<file path="src/rtl/traffic_light.sv">
// Two-road intersection controller: Moore FSM with fixed phase timers and priority requests.
// The all-red clearance phases are included only when TLC_ALL_RED_EN is defined.
module traffic_light #(
    parameter int MAIN_GREEN_CYCLES = 120,
    parameter int SIDE_GREEN_CYCLES = 60,
    parameter int YELLOW_CYCLES     = 5,
    parameter int ALL_RED_CYCLES    = 2
) (
    input  logic       Clk,
    input  logic       Rst,
    input  logic       Main_Special,
    input  logic       Side_Special,
    output logic [2:0] Main_light,
    output logic [2:0] Side_light
);

    localparam int MAX_GREEN = (MAIN_GREEN_CYCLES > SIDE_GREEN_CYCLES) ? MAIN_GREEN_CYCLES : SIDE_GREEN_CYCLES;
    localparam int MAX_CLEAR = (YELLOW_CYCLES > ALL_RED_CYCLES) ? YELLOW_CYCLES : ALL_RED_CYCLES;
    localparam int MAX_LEN   = (MAX_GREEN > MAX_CLEAR) ? MAX_GREEN : MAX_CLEAR;
    localparam int CW        = $clog2(MAX_LEN) + 1;

    localparam logic [2:0] LAMP_RED    = 3'b100;
    localparam logic [2:0] LAMP_YELLOW = 3'b010;
    localparam logic [2:0] LAMP_GREEN  = 3'b001;

    typedef enum logic [2:0] {
        MG  = 3'd0,
        MY  = 3'd1,
        AR1 = 3'd2,
        SG  = 3'd3,
        SY  = 3'd4,
        AR2 = 3'd5
    } state_t;

    state_t        state_q, state_d;
    logic [CW-1:0] cnt_q, cnt_d;
    logic          main_pend_q, main_pend_d;
    logic          side_pend_q, side_pend_d;
    // Set when a side request lost to main priority: it must wait out the full main green.
    logic          side_hold_q, side_hold_d;

    logic main_req;
    logic side_req;
    logic mg_done;
    logic sg_done;
    logic y_done;
    logic ar_done;

    assign main_req = Main_Special | main_pend_q;
    assign side_req = Side_Special | side_pend_q;
    assign mg_done  = (cnt_q == CW'(MAIN_GREEN_CYCLES - 1));
    assign sg_done  = (cnt_q == CW'(SIDE_GREEN_CYCLES - 1));
    assign y_done   = (cnt_q == CW'(YELLOW_CYCLES - 1));
    assign ar_done  = (cnt_q == CW'(ALL_RED_CYCLES - 1));

    always_comb begin
        state_d     = state_q;
        cnt_d       = cnt_q + 1'b1;
        main_pend_d = main_pend_q;
        side_pend_d = side_pend_q;
        side_hold_d = side_hold_q;

        case (state_q)
            MG: begin
                if (main_req) begin
                    cnt_d       = '0;
                    main_pend_d = 1'b0;
                    if (side_req) begin
                        side_pend_d = 1'b1;
                        side_hold_d = 1'b1;
                    end
                end else if (Side_Special || (side_pend_q && !side_hold_q)) begin
                    state_d     = MY;
                    cnt_d       = '0;
                    side_pend_d = 1'b1;
                end else if (mg_done) begin
                    state_d = MY;
                    cnt_d   = '0;
                end
            end

            SG: begin
                if (main_req) begin
                    state_d     = SY;
                    cnt_d       = '0;
                    main_pend_d = 1'b1;
                    if (side_req) begin
                        side_pend_d = 1'b1;
                        side_hold_d = 1'b1;
                    end
                end else if (side_req) begin
                    cnt_d       = '0;
                    side_pend_d = 1'b0;
                    side_hold_d = 1'b0;
                end else if (sg_done) begin
                    state_d = SY;
                    cnt_d   = '0;
                end
            end

            // Clearance phases only latch requests; their lengths are never shortened.
            MY: begin
                main_pend_d = main_req;
                side_pend_d = side_req;
                if (y_done) begin
                    cnt_d = '0;
`ifdef TLC_ALL_RED_EN
                    state_d = AR1;
`else
                    state_d     = SG;
                    side_pend_d = 1'b0;
                    side_hold_d = 1'b0;
`endif
                end
            end

            SY: begin
                main_pend_d = main_req;
                side_pend_d = side_req;
                if (y_done) begin
                    cnt_d = '0;
`ifdef TLC_ALL_RED_EN
                    state_d = AR2;
`else
                    state_d     = MG;
                    main_pend_d = 1'b0;
                    side_hold_d = side_req & (main_req | side_hold_q);
`endif
                end
            end

`ifdef TLC_ALL_RED_EN
            AR1: begin
                main_pend_d = main_req;
                side_pend_d = side_req;
                if (ar_done) begin
                    state_d     = SG;
                    cnt_d       = '0;
                    side_pend_d = 1'b0;
                    side_hold_d = 1'b0;
                end
            end

            AR2: begin
                main_pend_d = main_req;
                side_pend_d = side_req;
                if (ar_done) begin
                    state_d     = MG;
                    cnt_d       = '0;
                    main_pend_d = 1'b0;
                    side_hold_d = side_req & (main_req | side_hold_q);
                end
            end
`endif

            default: begin
                state_d     = MG;
                cnt_d       = '0;
                main_pend_d = 1'b0;
                side_pend_d = 1'b0;
                side_hold_d = 1'b0;
            end
        endcase
    end

    always_ff @(posedge Clk or posedge Rst) begin
        if (Rst) begin
            state_q     <= MG;
            cnt_q       <= '0;
            main_pend_q <= 1'b0;
            side_pend_q <= 1'b0;
            side_hold_q <= 1'b0;
        end else begin
            state_q     <= state_d;
            cnt_q       <= cnt_d;
            main_pend_q <= main_pend_d;
            side_pend_q <= side_pend_d;
            side_hold_q <= side_hold_d;
        end
    end

    always_comb begin
        Main_light = LAMP_RED;
        Side_light = LAMP_RED;
        case (state_q)
            MG:      Main_light = LAMP_GREEN;
            MY:      Main_light = LAMP_YELLOW;
            SG:      Side_light = LAMP_GREEN;
            SY:      Side_light = LAMP_YELLOW;
            default: ;
        endcase
    end

endmodule

</file>
<file path="config.mk">
export PLATFORM = sky130hd
export DESIGN_NAME = traffic_light
export DESIGN_NICKNAME = d
export VERILOG_FILES = /design/src/rtl/traffic_light.sv
export SDC_FILE = /design/constraint.sdc
export NUM_CORES = 1
export LEC_CHECK = 0
export ABC_AREA = 1
export CAP_MARGIN = 20
export CORE_UTILIZATION = 54
export CTS_CLUSTER_SIZE = 28
export DETAILED_ROUTE_END_ITERATION = 16
export PLACE_DENSITY = 0.77
export SLEW_MARGIN = 20
export SYNTH_ARGS = -nofsm -noshare
export SYNTH_HDL_FRONTEND = slang
export SYNTH_SLANG_ARGS = --single-unit
</file>
<file path="constraint.sdc">
create_clock -name Clk -period 1.45 [get_ports Clk]
set_input_delay 0.29 -clock Clk [delete_from_list [all_inputs] [get_ports Clk]]
set_output_delay 0.29 -clock Clk [all_outputs]
set_load 0.03 [all_outputs]
</file>
==> flow_summary.yaml <==
logic_synthesis:
  post-synth-top-count-cell: "nand2_1"
  synth-xor-area-share: 0.0555
  ys_seq_elements: 14
  ys_seq_area_frac: 0.370
  yosys.area_share.adder: 0.0264
  syn_nets: 142
  synth_edf_count: 0
  synth_top_cell_area_share: 0.370
  synth.avg_cell_area_sq_um: 6.96
  yosys.area_share.simple: 0.374
  ys_top_cells_by_area: "dfrtp_1 37%, nand2_1 13%, inv_1 7.9%, nor2_1 7.9%, nand3_1 5.8%"
  yosysWarnings: 0
  synth_top_cell_by_area: "dfrtp_1"
  ys_top_cells_by_count: "34 x nand2_1, 20 x inv_1, 20 x nor2_1"
  async_reset_ff_frac: 1.00
  netlist_area_sq_um: 947
  synthCells: 136
  synth_top_family_by_area: "simple AND/OR/NAND/NOR gates"
  synth-main-ff-cell: "dfrtp_1"
  synthMuxAreaShare: 0
  synthDistinctLibCells: 21
  synth_compound_area_frac: 0.0753
finish:
  drive_gt1_frac: 0.444
  diodes: 0
  multi_input_area_sq_um: 616
  seq_area_sq_um: 352
  nFillCells: 55
  final_area_sq_um: 1450
  postLayoutCoreUtil: 0.920
  layout.nets: 185
  area_growth_pct: 53.1
die:
  fp.dieW_um: 43.9
  dieHeight_um: 43.9
  coreArea_sq_um: 1580
  num_rows: 14
  start_util: 0.601
  die_area_sq_um: 1930
  io-pin-count: 10
global_routing:
  grt_pass1_wl_mm: 3.98
  grt_pass1_vias: 985
  met2_usage: 0.519
  use_met3: 0.0542
  grt_max_degree: 15
  grtUsageMet1: 0.297
  top_usage_layer: "met2"
  track_usage: 0.286
  antenna_found_initial: 0
  overflow: 0
clock_tree:
  cts-root-buf: "clkbuf_4"
  clk_path_buf_depth: 2
  clkLatencyLatePin_ns: 0.29
  htreeDepth: 1
  clkSlewWorstSetupHoldPaths_ns: 0.10
  clkSinkCount: 14
  numCtsBuffers: 3
  tritoncts: "done"
power_and_ir_drop:
  p_per_area_nw_per_um2: 2130
  p_leak_nw: 0.707
  peakVddDrop_uv: 1290
place:
  place_area_sq_um: 1120
  place_hpwl_mm: 1.56
  numPortBuffers: 9
  gp_congestion: 0.879
drt:
  wire_per_inst_um: 18.6
  drtIter0Drc: 87
  drc: 0
  route.antenna.remaining_nets: 0
  drtPass1Iterations: 6
  routed_wirelength_mm: 3.60
  vias_per_cell: 6.03
  vias: 1169
worst_setup_path:
  rr_worst_depth: 10
  reg2reg_slack_ns: -0.14
  r2r_end: "state_q[0]"
  r2r_start: "cnt_q[0]"
  cp.arrival_ns: 1.35
  start_kind: "register"
  cp_max_fo: 4
  critical_path.slowest_cell: "dfrtp_1"
  criticalPathCategory: "register to output port"
  setup.worst_path.start: "state_q[1]"
  slowest_delay_ns: 0.39
  path_cells: "buf_6 -> nor2_4 -> nand2_2 -> inv_2 -> nor2_1 -> buf_4"
  end_kind: "output port"
  crit_end: "Side_light[2]"
  cp_data_required_time_ns: 1.16
timing:
  post-route-min-period_ns: 1.64
  worst_slew_pin_slew_ns: 0.285
  max_freq_mhz: 611
  rsz0062_at_grt: "true"
  drv_slew: 0
  finalSetupViolations: 19
  hold_viol: 0
  setup_slack_ns: -0.186
  final.setup_skew_ns: 0.00680
  relSlewSlack: 0.808
  fin_crit_sh: 1.13
hold_path:
  hp-class: "input pin to asynchronous set/reset pin"
flow_run:
  cap_violations: 0
outcome:
  violations: "negative setup slack"
  status: "finished, violations left"
## metal layers
metal  vias up  share of wire
met2        94           0.45
met1       537           0.38
met4         0          0.063
met5         -              0
li1        501              -
met3        37           0.11
## worst min path at each step
stage | startpoint | end | slack (ns) | depth (start not counted)
floorplan | Rst | cnt_q[0] | 0.18 | 1
global placement | cnt_q[0] | cnt_q[0] | 0.47 | 1
detailed placement | cnt_q[0] | cnt_q[0] | 0.50 | 1
CTS | Rst | state_q[1] | 0.30 | 3
global route | Rst | state_q[2] | 0.33 | 3
finish | Rst | state_q[1] | 0.30 | 3
## final cells by class
type                       instances  share of cell area
clock buffer                       4              0.0250
inverter                          23              0.0664
multi-input combinational         98               0.425
sequential                        14               0.242
tap                               16              0.0138
timing repair buffer              39               0.228
## per-stage QoR
step	cells	total power, W	setup TNS (ns)	hold slack [ns]	setup slack, ns
final	194	0.00308	-1.87	0.297	-0.186
after global routing	194	0.00321	-2.79	0.334	-0.211
after CTS	187	0.00261	-0.261	0.300	-0.0805
after detailed placement	171	0.00200	-1.68	0.496	-0.167
after global placement	171	0.00197	-1.03	0.471	-0.110
after floorplan	136	0.00153	0	0.179	0.00986
## worst max-delay path, delay by kind of cell (launching register included)
kind / cells / cell delay, ns
flops: 1 / 0.39
buf+inv: 3 / 0.39
simple gates: 3 / 0.27
## report_power, final
group	internal (W)	leakage, nW	total, W	switching, W
combinational	0.000858	0.502	0.00214	0.00129
sequential	0.000502	0.184	0.000641	0.000140
clock	0.000153	0.0210	0.000298	0.000145
## registers in the layout (all words and copies together), names as in the netlist
register and flops:
cnt_q 8, main_pend_q 1, side_hold_q 1, side_pend_q 1, state_q 3
## layout by cell type, fill, tap and decap left out, drive strengths merged
master and instances:
ha 2, dfrtp 14, inv 23, clkdlybuf4s50 3, nand2 36, nor2 28
o21ai 8, nand3 12, xnor2 1, clkdlybuf4s15 1, a21oi 4, clkbuf 4
xor2 5, nand3b 1, nand4 1, buf 35
## kinds of logic after synthesis
kind of cell / Yosys count
buffers and inverters: 24
AOI/OAI and AO/OA: 12
xor gates and xnor gates: 6
adders and majority gates: 2
DFF: 14
and+or+nand+nor: 78
## repair_timing
item,4_1_cts,5_1_grt
hold endpoints to repair,0,0
endpoints found under the setup margin,14,19
resized for setup,26,22
hold buffers,0,0
buffers inserted,12,7
pin swaps,6,6
Power figures use the tool's default switching activity.
